[config.mk]
export PLATFORM = sky130hd
export DESIGN_NAME = cpu_writeback
export DESIGN_NICKNAME = d
export VERILOG_FILES = /design/src/rtl/cpu_writeback.sv
export SDC_FILE = /design/constraint.sdc
export NUM_CORES = 1
export LEC_CHECK = 0
export BUFFER_PORTS_ARGS = -buffer_cell sky130_fd_sc_hd__buf_4
export CAP_MARGIN = 20
export CORE_ASPECT_RATIO = 0.8
export CORE_UTILIZATION = 55
export CTS_CLUSTER_DIAMETER = 50
export CTS_CLUSTER_SIZE = 12
export DETAILED_ROUTE_END_ITERATION = 10
export GPL_TIMING_DRIVEN = 0
export PLACE_DENSITY = 0.85
export REMOVE_ABC_BUFFERS = 1
export SETUP_SLACK_MARGIN = 0.4
export SYNTH_ARGS = -nofsm -noshare
export SYNTH_HDL_FRONTEND = slang
export SYNTH_SLANG_ARGS = --single-unit
[constraint.sdc]
create_clock -name i_clk -period 5.85 [get_ports i_clk]
set_clock_uncertainty 0.2 [all_clocks]
set_input_delay 0.8775 -clock i_clk [delete_from_list [all_inputs] [get_ports i_clk]]
set_output_delay 0.8775 -clock i_clk [all_outputs]
set_load 0.005 [all_outputs]
[src/rtl/cpu_writeback.sv]
// Writeback stage: in-order result FIFO feeding the 8x8 register file byte port and HL pair port.
// Optional forwarding lookup is enabled by defining WB_FWD_EN.
module cpu_writeback #(
  parameter int DEPTH = 4
) (
  input  logic        i_clk,
  input  logic        i_rst,
  input  logic        i_res_valid,
  output logic        o_res_ready,
  input  logic        i_res_pair,
  input  logic [2:0]  i_res_sel,
  input  logic [15:0] i_res_data,
  output logic        o_reg_wr_en,
  output logic [2:0]  o_reg_wr_sel,
  output logic [7:0]  o_reg_wr_data,
  output logic        o_hl_wr_en,
  output logic [15:0] o_hl_wr_data,
  output logic [7:0]  o_pending,
  output logic        o_idle,
  input  logic [2:0]  i_fwd_sel,
  output logic        o_fwd_hit,
  output logic [7:0]  o_fwd_data
);
  localparam int AW = $clog2(DEPTH);

  typedef enum logic [1:0] {S_IDLE, S_HI, S_LO} state_t;

  state_t state, cur_state;

  logic [DEPTH-1:0] pair_q;
  logic [2:0]       sel_q  [DEPTH];
  logic [15:0]      data_q [DEPTH];
  logic [AW-1:0]    wr_ptr, rd_ptr;
  logic [AW:0]      count;
  logic             full, empty, push, pop;
  logic             head_pair, head_split;
  logic [2:0]       head_sel;
  logic [15:0]      head_data;
  logic [7:0]       pending;

  function automatic logic [2:0] hi_reg(input logic [1:0] p);
    case (p)
      2'd0:    hi_reg = 3'd0;
      2'd1:    hi_reg = 3'd2;
      2'd2:    hi_reg = 3'd4;
      default: hi_reg = 3'd7;
    endcase
  endfunction

  function automatic logic [2:0] lo_reg(input logic [1:0] p);
    case (p)
      2'd0:    lo_reg = 3'd1;
      2'd1:    lo_reg = 3'd3;
      2'd2:    lo_reg = 3'd5;
      default: lo_reg = 3'd6;
    endcase
  endfunction

  // F only holds the upper flag nibble, so the low byte of AF is masked
  function automatic logic [7:0] lo_val(input logic [1:0] p, input logic [15:0] d);
    lo_val = (p == 2'd3) ? {d[7:4], 4'h0} : d[7:0];
  endfunction

  assign full       = (count == DEPTH[AW:0]);
  assign empty      = (count == '0);
  assign head_pair  = pair_q[rd_ptr];
  assign head_sel   = sel_q[rd_ptr];
  assign head_data  = data_q[rd_ptr];
  assign head_split = head_pair && (head_sel[1:0] != 2'd2);

  // S_HI is decoded in the same cycle a split pair reaches the head, so no bubble
  always_comb begin
    cur_state = state;
    if (state == S_IDLE && !empty && head_split) cur_state = S_HI;
  end

  assign push        = i_res_valid && !full;
  assign pop         = !empty && (cur_state != S_HI);
  assign o_res_ready = !full;
  assign o_idle      = empty && (state == S_IDLE);
  assign o_pending   = pending;

  always_comb begin
    o_reg_wr_en   = 1'b0;
    o_reg_wr_sel  = 3'd0;
    o_reg_wr_data = 8'h00;
    o_hl_wr_en    = 1'b0;
    o_hl_wr_data  = 16'h0000;
    if (!empty) begin
      case (cur_state)
        S_IDLE: begin
          if (head_pair) begin
            o_hl_wr_en   = 1'b1;
            o_hl_wr_data = head_data;
          end else begin
            o_reg_wr_en   = 1'b1;
            o_reg_wr_sel  = head_sel;
            o_reg_wr_data = head_data[7:0];
          end
        end
        S_HI: begin
          o_reg_wr_en   = 1'b1;
          o_reg_wr_sel  = hi_reg(head_sel[1:0]);
          o_reg_wr_data = head_data[15:8];
        end
        default: begin
          o_reg_wr_en   = 1'b1;
          o_reg_wr_sel  = lo_reg(head_sel[1:0]);
          o_reg_wr_data = lo_val(head_sel[1:0], head_data);
        end
      endcase
    end
  end

  // The head pair in S_LO has already committed its high register
  always_comb begin
    logic [AW-1:0] idx;
    pending = 8'h00;
    idx     = '0;
    for (int k = 0; k < DEPTH; k++) begin
      idx = rd_ptr + k[AW-1:0];
      if (k < int'(count)) begin
        if (pair_q[idx]) begin
          if (!(k == 0 && state == S_LO)) pending[hi_reg(sel_q[idx][1:0])] = 1'b1;
          pending[lo_reg(sel_q[idx][1:0])] = 1'b1;
        end else begin
          pending[sel_q[idx]] = 1'b1;
        end
      end
    end
  end

`ifdef WB_FWD_EN
  // Walk oldest to youngest so the last match left standing is the youngest write
  always_comb begin
    logic [AW-1:0] idx;
    o_fwd_hit  = pending[i_fwd_sel];
    o_fwd_data = 8'h00;
    idx        = '0;
    for (int k = 0; k < DEPTH; k++) begin
      idx = rd_ptr + k[AW-1:0];
      if (k < int'(count)) begin
        if (pair_q[idx]) begin
          if (!(k == 0 && state == S_LO) && hi_reg(sel_q[idx][1:0]) == i_fwd_sel)
            o_fwd_data = data_q[idx][15:8];
          if (lo_reg(sel_q[idx][1:0]) == i_fwd_sel)
            o_fwd_data = lo_val(sel_q[idx][1:0], data_q[idx]);
        end else if (sel_q[idx] == i_fwd_sel) begin
          o_fwd_data = data_q[idx][7:0];
        end
      end
    end
  end
`else
  logic unused_fwd_sel;
  assign unused_fwd_sel = ^i_fwd_sel;
  assign o_fwd_hit      = 1'b0;
  assign o_fwd_data     = 8'h00;
`endif

  always_ff @(posedge i_clk) begin
    if (push) begin
      pair_q[wr_ptr] <= i_res_pair;
      sel_q[wr_ptr]  <= i_res_sel;
      data_q[wr_ptr] <= i_res_data;
    end
  end

  always_ff @(posedge i_clk) begin
    if (i_rst) begin
      state  <= S_IDLE;
      wr_ptr <= '0;
      rd_ptr <= '0;
      count  <= '0;
    end else begin
      if (push) wr_ptr <= wr_ptr + 1'b1;
      if (pop)  rd_ptr <= rd_ptr + 1'b1;
      if (push && !pop)      count <= count + 1'b1;
      else if (!push && pop) count <= count - 1'b1;
      state <= (cur_state == S_HI) ? S_LO : S_IDLE;
    end
  end

endmodule

==> results of run 1 <==
-- kinds of logic after synthesis --
family / Yosys count
AO/OA/AOI/OAI: 56
XOR/XNOR: 3
other: 1
buffers and inverters: 52
adder cells (fa/ha/maj): 9
flip-flops: 90
multiplexers: 39
AND/OR/NAND/NOR: 121
-- how the worst min path moves through the flow --
stage,end,slack (ns),cells after the start
4_1_cts,wr_ptr[0],0.39,2
6_report,wr_ptr[0],0.39,2
3_3_place_gp,wr_ptr[0],0.36,2
3_5_place_dp,wr_ptr[0],0.38,2
2_1_floorplan,wr_ptr[0],0.34,2
5_1_grt,wr_ptr[0],0.43,2
-- cells in the mapped netlist (4+ instances only) --
library cell,count
o2111ai_1,7
nor2b_1,14
o21ai_0,12
and3b_1,6
a32oi_1,8
buf_2,9
edfxtp_1,80
clkbuf_1,15
mux2i_1,5
ha_1,9
nor4b_1,4
a21oi_1,11
o211ai_1,8
nand2b_1,6
inv_1,14
nor2_1,27
mux4_2,32
dfxtp_1,10
nor3b_1,9
nor2b_2,8
and2_1,9
nand2_1,12
buf_4,10
-- state kept, by name, summed over array words and instances (netlist names), named ones only --
register and cells:
sel_q 12, pair_q 4, state 1, count 3
wr_ptr 2, data_q 64, rd_ptr 2
-- metal layers --
metal	wire length, um	global-route usage [%]	vias to the layer above
li1	-	-	1490
met2	5380	38.3	126
met4	180	7.85	0
met1	4770	33.9	1632
met5	0	0	-
met3	657	5.26	17
-- worst max-delay path: cells and delay by family, from the launching register on --
kind,cells,cell delay [ns]
AND/OR/NAND/NOR,3,1.19
flip-flops,1,0.99
multiplexers,1,0.77
buffers and inverters,1,0.14
-- through the flow --
stage               setup slack (ns)  instance area (um2)  utilization [%]  hold WS [ns]  instances
detailed placement              1.71                 5360             62.4         0.378        515
global route                    1.20                 5570             64.8         0.426        531
finish                          1.33                 5570             64.8         0.392        531
global placement                1.67                 5350             62.2         0.361        514
floorplan                       2.32                 4750                -         0.338        341
CTS                             1.32                 5570             64.8         0.391        531
-- final cells by class --
cell class / instances / area, um2 / area share, %
Sequential cell: 90 / 2600 / 46.7
Clock inverter: 7 / 83.8 / 1.50
Clock buffer: 9 / 124 / 2.22
Tap cell: 112 / 140 / 2.52
Inverter: 14 / 52.6 / 0.943
Multi-Input combinational cell: 237 / 2090 / 37.6
Timing Repair Buffer: 62 / 473 / 8.49
-- where the power goes --
group | internal, mW | total, mW | switching [mW]
logic | 0.568 | 1.18 | 0.616
registers | 0.786 | 0.903 | 0.117
clock network | 0.206 | 0.442 | 0.235
total | 1.56 | 2.53 | 0.968
==> summary.txt, run 1 <==
Outcome
  – Status: completed

Die
  – FP Rows: 30
  – Starting Density: 57.3%
  – Die W: between 100 and 150 um
  – Core footprint: around 8600 um2
  – Die Area: between 9000 and 10,000 um2
  – Die height: 86.6 um
  – Ports: 74

Worst setup path
  – R2R Path End: count[2]
  – Flop-to-flop setup slack: 1.93 ns
  – Worst Path Class, Setup: reg2out
  – Crit path max fanout: 19
  – Worst setup EP type: output pin
  – R2R cell count: 7
  – Crit-path cells: mux4_2 -> nand3b_1 -> or3_1 -> nor2b_2 -> buf_4
  – Critical Path AT: 3.44 ns
  – Slowest-stage cell, CP: dfxtp_1
  – WP data required: 4.77 ns
  – Setup crit start kind: flip-flop
  – Setup crit end: o_hl_wr_data[13]
  – Crit-path max cell delay: 0.99 ns

Clock tree
  – CTS tree: yes
  – CTS root buffer: clkbuf_8
  – Clk_lat worst skew: 0.36 ns
  – Clock slew at reported path FFs: 0.09 ns
  – # H-tree levels: 3
  – CTS Hold Bufs: 0
  – Setup bufs post-CTS: 0
  – TritonCTS Buffers: 9
  – Longest Clk Path Bufs: 2
  – Clk sinks: 90
  – CTS resizes: 0

Yosys
  – Syn Area/Cell: around 13 um2
  – Multiplexer share of the synthesized area: 16.1%
  – Post-synthesis compound-gate area fraction: 7.92%
  – Area share of the largest cell type after synthesis: 48.8%
  – Post-synthesis cell type count: 51
  – Synthesized flop and latch total: 90
  – Post-Synth XOR/XNOR Area: 0.533%
  – Post-Synthesis Cells: 371
  – Synth Warn #: 0
  – Largest family of logic cells by synthesized area: multiplexers
  – Yosys top cell by area: edfxtp_1
  – Number of synthesized flops with an enable pin: 80
  – Ys async rst share: 0%
  – Synth Area in Simple Gates: 15.0%
  – Mapped cell area: 4930 um2
  – Sequential area share after synthesis: 52.8%
  – Main area contributors after synthesis: edfxtp_1, mux4_2, dfxtp_1
  – Top FF cell, synth: edfxtp_1
  – Synth Area in Adders: 2.29%

STA
  – Setup violations, final: 0
  – Slew margin rel.: approximately 29%
  – Final setup TNS: 0 ns
  – Count of final max-slew check failures: 0
  – Fin. Hold Viols: 0
  – F_max: 221 MHz
  – Post-route minimum period: around 4.5 ns
  – Fin crit share: 77.3%
  – Worst-Margin Slew: 1.07 ns
  – RSZ-0062 raised after global routing: no

Route
  – Routed wire length: about 11,000 um
  – Initial DRC count: 283
  – Drc violations: 0
  – Via/cell ratio: 6.15
  – Antenna viol nets, final: 0
  – Via count: 3,265
  – DR pass1 iterations: 5
  – Wire per inst: 20.7 um

GRT
  – Pin count of the biggest net entering global routing: 21
  – Global-route wire length before repair: 16,500 um
  – GRT overflow: 0
  – Number of global-route vias before repair: 3,078
  – All-Layer GR Usage: around 24%
  – Initial antenna violation count: 0

Cells and area
  – Nets: 449
  – Area growth, synth to finish: 13.1%
  – Commonest non-fill, non-tap cell in the layout: edfxtp_1
  – Fillers: between 600 and 700
  – Most frequent cells in the layout: edfxtp_1, buf_4, mux4_2
  – Ant. Diodes: 0
  – Layout cells sized above 1: slightly below 30%

Job
  – Maximum Capacitance Violations: 0

Place
  – Port bufs: 61
  – Placed wire-length estimate: 7590 um
  – RD Place Congestion: 0.891

Power
  – Total chip power: 2.53 mW
  – Pleak: 1.97 nW
  – VDD IR max: roughly 240 uV
  – Pwr/cell area: 454 nW/um2

Min path
  – Hold Path Class: reg2reg
  – Hold Crit Start: wr_ptr[0]
Power figures use the tool's default switching activity.
==> inputs of run 2 (changes only) <==
--- a/config.mk
+++ b/config.mk
@@ -8,7 +8,7 @@
 export BUFFER_PORTS_ARGS = -buffer_cell sky130_fd_sc_hd__buf_4
 export CAP_MARGIN = 20
 export CORE_ASPECT_RATIO = 0.8
-export CORE_UTILIZATION = 55
+export CORE_UTILIZATION = 52
 export CTS_CLUSTER_DIAMETER = 50
 export CTS_CLUSTER_SIZE = 12
 export DETAILED_ROUTE_END_ITERATION = 10
==> constraint.sdc (replaced) <==
create_clock -name i_clk -period 4.11 [get_ports i_clk]
set_clock_uncertainty 0.2 [all_clocks]
set_input_delay 0.6165 -clock i_clk [delete_from_list [all_inputs] [get_ports i_clk]]
set_output_delay 0.6165 -clock i_clk [all_outputs]
set_load 0.005 [all_outputs]
==> summary.txt, run 2 (synthesis results as in run 1) <==
Die
  – Die height: 89.1 um (+2.8%)
  – FP Rows: 31 (+3.3%)
  – Core footprint: 9110 um2 (+6.0%)
  – Die Area: 9870 um2 (+5.6%)
  – Starting Density: 54.0% (-3.3 points)
  – Die W: 111 um (+2.8%)
  – Ports: 74 (unchanged)

Worst setup path
  – Slowest-stage cell, CP: mux4_2
  – Top Family by Delay on Critical Path: multiplexers
  – WP data required: 3.29 ns (-1.48 ns)
  – Worst setup EP type: output pin
  – Worst Path Class, Setup: reg2out
  – R2R cell count: 7 (unchanged)
  – R2R Path End: count[2]
  – Critical Path AT: 2.71 ns (-0.73 ns)
  – Crit-path max cell delay: 0.70 ns (-0.29 ns)
  – Crit path max fanout: 19 (unchanged)
  – Setup crit start kind: flip-flop
  – Crit path buf inv count: 1 (unchanged)
  – Flop-to-flop setup slack: 0.62 ns (-1.31 ns)
  – Crit-path cells: mux4_2 -> nand2b_1 -> a32oi_1 -> nor2_1 -> buf_4

Cells and area
  – Most frequent cells in the layout: edfxtp_1, buf_4, mux4_2
  – Area growth, synth to finish: 16.3%
  – Nets: 449 (unchanged)
  – Final Cell Area: 5730 um2 (+2.8%)
  – Ant. Diodes: 0 (unchanged)
  – Largest register FFs: 64 (unchanged)
  – Top Registers: data_q: 64 flops, sel_q: 12 flops, pair_q: 4 flops
  – Post-layout instance count excluding filler cells: 534 (+0.56%)
  – Commonest non-fill, non-tap cell in the layout: edfxtp_1
  – Layout Utilization: 62.8% (-2.0 points)
  – Most flop-heavy register: data_q
  – Layout cells sized above 1: 30.5% (+0.72 points)

Route
  – Drc violations: 0 (unchanged)
  – Initial DRC count: 239 (-16%)
  – Routed wire length: 10,500 um (-4.3%)
  – DR pass1 iterations: 4 (-1)
  – Via count: 3,289 (+0.74%)
  – Via/cell ratio: 6.16 (+0.17%)
  – Antenna viol nets, final: 0 (unchanged)
  – Wire per inst: 19.7 um (-4.8%)

Clock tree
  – CTS root buffer: clkbuf_16
  – Longest Clk Path Bufs: 2 (unchanged)
  – # H-tree levels: 3 (unchanged)
  – CTS Hold Bufs: 0 (unchanged)
  – Clk sinks: 90 (unchanged)
  – TritonCTS Buffers: 9 (unchanged)
  – CTS tree: yes
  – Clock slew at reported path FFs: 0.07 ns (-0.02 ns)
  – Setup bufs post-CTS: 0 (unchanged)
  – Clk_lat worst skew: 0.33 ns (-0.03 ns)

GRT
  – Number of global-route vias before repair: 3,071 (-0.23%)
  – GRT overflow: 0 (unchanged)
  – Pin count of the biggest net entering global routing: 21 (unchanged)
  – Initial antenna violation count: 0 (unchanged)
  – All-Layer GR Usage: 21.8% (-2.4 points)
  – Global-route wire length before repair: 16,100 um (-2.3%)

STA
  – Setup violations, final: 0 (unchanged)
  – Final setup TNS: 0 ns (unchanged)
  – Fin crit share: between 80 and 90%
  – RSZ-0062 raised after global routing: no
  – Count of final max-slew check failures: 0 (unchanged)
  – Worst-Margin Slew: 1.06 ns (-0.0134 ns)
  – Post-route minimum period: approximately 3.5 ns
  – F_max: ~280 MHz
  – Slew margin rel.: 29.5% (+0.89 points)
  – Fin. Hold Viols: 0 (unchanged)

Min path
  – Hold Path Class: in2reg
  – WHS Path Cells: 1 (-1)
  – Hold Crit Start: i_res_data[12]
  – WHS Endpoint: data_q[3][12]

Place
  – Placed cell area: 5380 um2 (+0.30%)
  – Port bufs: 61 (unchanged)
  – RD Place Congestion: 0.834 (-6.3%)
  – Placed wire-length estimate: 7060 um (-6.9%)
  – Cell Count Post-Placement: 518 (+0.58%)

Outcome
  – Status: completed

Job
  – Maximum Capacitance Violations: 0 (unchanged)

Power
  – Total chip power: 3.88 mW (+53%)
  – Clock Power Share: 23.7% (+6.2 points)
  – NetSw: 1.34 mW (+39%)
  – Switching portion of total power: 34.6% (-3.7 points)
  – P_int: 2.54 mW (+62%)
  – Comb power frac: 43.2% (-3.6 points)
  – Pleak: 2.03 nW (+3.3%)
  – VDD IR max: 371 uV (+53%)
  – Flop pwr share: 33.1% (-2.6 points)
  – Pwr/cell area: 677 nW/um2 (+49%)
-- run 2: cell types whose count changed in the layout (fill, tap and decap cells not counted), sizes merged --
cell and change:
bufinv +2, inv -4, clkbuf +2
-- run 2: what timing repair did --
item	CTS	global route
gates resized for setup	5	2
endpoints found under the setup margin	29	11
gates cloned	0	0
-- run 2: worst max-delay path by stage --
| stage | from | endpoint | slack (ns) | depth (start not counted) |
|---|---|---|---|---|
| 3_3_place_gp | flip-flop | count[2] | 0.20 | 7 |
| 5_1_grt | flip-flop | count[2] | 0.50 | 7 |
| 3_5_place_dp | flip-flop | count[2] | 0.18 | 7 |
| 4_1_cts | flip-flop | o_hl_wr_data[5] | 0.48 | 5 |
| 6_report | flip-flop | o_reg_wr_data[5] | 0.58 | 5 |
| 2_1_floorplan | flip-flop | o_hl_wr_data[0] | 0.84 | 4 |
-- run 2: power groups by stage --
| stage | registers, mW | clock network (mW) | logic, mW |
|---|---|---|---|
| floorplan | 1.26 | 0 | 1.07 |
| global placement | 1.30 | 0 | 1.57 |
| detailed placement | 1.30 | 0 | 1.65 |
| CTS | 1.29 | 0.930 | 1.66 |
| global route | 1.30 | 0.960 | 1.81 |
| finish | 1.28 | 0.918 | 1.68 |
-- run 2: cell type report --
type                       count  area [um2]
inverter                      14        52.6
timing repair buffer          62         485
sequential                    90        2610
clock inverter                 5         104
tap                          115         144
clock buffer                  11         233
fill                         666        3390
multi-input combinational    237        2100
-- run 2: per-layer routing --
metal	track usage, %	share of wire (%)	vias up
li1	-	-	1499
met1	27.9	43	1628
met2	37.4	48	141
met3	4.54	6.3	21
met4	8.61	2.1	0
met5	0	0	-
-- run 2: through the flow --
stage / hold WS [ns] / setup slack (ns)
after floorplan: 0.338 / 0.841
after global placement: 0.361 / 0.196
after detailed placement: 0.386 / 0.183
after CTS: 0.269 / 0.476
after global routing: 0.262 / 0.497
final: 0.273 / 0.584
==> inputs of run 3 (changes only) <==
--- a/config.mk
+++ b/config.mk
@@ -7,8 +7,10 @@
 export LEC_CHECK = 0
 export BUFFER_PORTS_ARGS = -buffer_cell sky130_fd_sc_hd__buf_4
 export CAP_MARGIN = 20
+export CELL_PAD_IN_SITES_DETAIL_PLACEMENT = 1
+export CELL_PAD_IN_SITES_GLOBAL_PLACEMENT = 2
 export CORE_ASPECT_RATIO = 0.8
-export CORE_UTILIZATION = 52
+export CORE_UTILIZATION = 36
 export CTS_CLUSTER_DIAMETER = 50
 export CTS_CLUSTER_SIZE = 12
 export DETAILED_ROUTE_END_ITERATION = 10
==> summary.txt, run 3 (synthesis results as in run 1) <==
Outcome
  – Status: completed

Power
  – Total chip power: 3.95 mW (+1.7%)
  – VDD IR max: 389 uV (+5.0%)
  – NetSw: 1.39 mW (+3.2%)
  – P_int: 2.56 mW (+0.98%)
  – Comb power frac: 43.8% (+0.6 points)
  – Pwr/cell area: 669 nW/um2 (-1.2%)
  – Switching portion of total power: 35.1% (+0.48 points)
  – Pleak: 2.08 nW (+2.1%)
  – Flop pwr share: 32.4% (-0.7 points)
  – Clock Power Share: 23.9% (+0.2 points)

Cells and area
  – Ant. Diodes: 0 (unchanged)
  – Largest register FFs: 64 (unchanged)
  – Area growth, synth to finish: 19.8%
  – Post-layout instance count excluding filler cells: 597 (+12%)
  – Most frequent cells in the layout: edfxtp_1, buf_4, mux4_2
  – Commonest non-fill, non-tap cell in the layout: edfxtp_1
  – Layout cells sized above 1: 31.8% (+1.2 points)
  – Fillers: 1,334 (+100%)
  – Most flop-heavy register: data_q
  – Nets: 452 (+0.67%)
  – Top Registers: data_q: 64 flops, sel_q: 12 flops, pair_q: 4 flops

Route
  – DR pass1 iterations: 4 (unchanged)
  – Routed wire length: 11,400 um (+7.9%)
  – Wire per inst: 19.0 um (-3.4%)
  – Antenna viol nets, final: 0 (unchanged)
  – Initial DRC count: 163 (-32%)
  – Via count: 3,171 (-3.6%)
  – Drc violations: 0 (unchanged)
  – Via/cell ratio: 5.31 (-14%)

Clock tree
  – CTS Hold Bufs: 0 (unchanged)
  – TritonCTS Buffers: 9 (unchanged)
  – Clock slew at reported path FFs: 0.07 ns (about the same)
  – CTS tree: yes
  – CTS root buffer: clkbuf_16
  – Clk_lat worst skew: 0.34 ns (about the same)
  – Setup bufs post-CTS: 0 (unchanged)
  – # H-tree levels: 3 (unchanged)
  – Longest Clk Path Bufs: 2 (unchanged)
  – Clk sinks: 90 (unchanged)

Worst setup path
  – Worst setup EP type: output pin
  – Worst Path Class, Setup: reg2out
  – Crit path max fanout: 15 (-4)
  – Flop-to-flop setup slack: 0.89 ns (+0.27 ns)
  – WP data required: 3.29 ns (about the same)
  – Setup crit start kind: flip-flop
  – Critical Path AT: 2.68 ns (-0.03 ns)

GRT
  – Initial antenna violation count: 0 (unchanged)
  – All-Layer GR Usage: 16.8% (-5.0 points)
  – Number of global-route vias before repair: 3,190 (+3.9%)
  – Global-route wire length before repair: 17,800 um (+11%)
  – GRT overflow: 0 (unchanged)
  – Pin count of the biggest net entering global routing: 21 (unchanged)

STA
  – Post-route minimum period: 3.49 ns (-0.0321 ns)
  – Fin. Hold Viols: 0 (unchanged)
  – F_max: 286 MHz (+0.92%)
  – Final Hold Slack: 0.274 ns (+0.000953 ns)
  – Count of final max-slew check failures: 0 (unchanged)
  – Worst-Margin Slew: 1.10 ns (+0.0422 ns)
  – Fin crit share: 85.0% (-0.78 points)
  – Setup violations, final: 0 (unchanged)
  – Slew margin rel.: 26.7% (-2.8 points)
  – RSZ-0062 raised after global routing: no
  – Worst setup margin: 0.616 ns (+0.0321 ns)
  – Final setup TNS: 0 ns (unchanged)

Die
  – Die Area: 14,200 um2 (+43%)
  – Ports: 74 (unchanged)
  – Core footprint: 13,100 um2 (+44%)
  – Die W: 133 um (+20%)
  – FP Rows: 37 (+19%)
  – Die height: 107 um (+20%)
  – Starting Density: 37.6% (-16 points)

Place
  – Pre-CTS setup slack: 0.209 ns (+0.0258 ns)
  – Cell Count Post-Placement: 578 (+12%)
  – RD Place Congestion: 0.803 (-3.8%)
  – Placed wire-length estimate: 7950 um (+13%)
  – Port bufs: 61 (unchanged)

Job
  – Maximum Capacitance Violations: 0 (unchanged)

Min path
  – Hold Path Class: in2reg
==> run 3: changes by cell type in the layout (fill, tap and decap cells not counted) <==
cell / delta
buf_16: +3
clkbuf_1: -2
inv_6: +1
inv_8: +1
nand2b_1: -1
nand2b_2: +1
==> run 3: worst paths after layout <==
path | end | depth (start not counted) | start
setup reg to reg | count[2] | 7 | flip-flop
hold reg to reg | wr_ptr[0] | 2 | wr_ptr[0]
setup / recovery | o_pending[4] | 5 | rd_ptr[0]
hold / removal | data_q[1][11] | 1 | i_res_data[11]
==> run 3: timing repair <==
action	CTS	global route
endpoints found under the setup margin	31	4
endpoints found under the hold margin	0	0
pin swaps	0	0
resized for setup	7	1
==> run 3: power by group through the flow <==
stage | combinational (mW) | sequential (mW) | clock [mW]
global placement | 1.63 | 1.31 | 0
detailed placement | 1.71 | 1.30 | 0
floorplan | 1.07 | 1.26 | 0
global route | 1.89 | 1.31 | 0.988
finish | 1.73 | 1.28 | 0.942
CTS | 1.72 | 1.29 | 0.963
==> run 3: critical path, stage by stage (launching register included) <==
cell,delay [ns]
dfxtp_2,0.59
mux4_2,0.68
or3b_2,0.50
a211o_1,0.31
o2111ai_1,0.10
buf_4,0.15
==> run 3: area by class of cell <==
class	instances	area [um2]	area share (%)
inverters	14	52.6	0.891
flip-flops and latches	90	2610	44.2
well taps	175	219	3.71
multi-input cells	237	2100	35.6
clock buffers	9	225	3.82
clock inverters	7	124	2.10
repair buffers	65	568	9.63
==> run 3: layer usage <==
layer / global-route usage [%] / routed length, um / up-vias
met4: 5.42 / 128 / 0
li1: - / - / 1499
met1: 22.2 / 5130 / 1590
met3: 3.59 / 464 / 9
met2: 27.6 / 5630 / 73
met5: 0 / 0 / -
==> run 3: through the flow <==
stage          utilization [%]  instance area (um2)
2_1_floorplan                -                 4750
3_3_place_gp              41.4                 5430
3_5_place_dp              41.6                 5450
4_1_cts                   44.4                 5820
5_1_grt                   45.0                 5900
6_report                  45.0                 5900
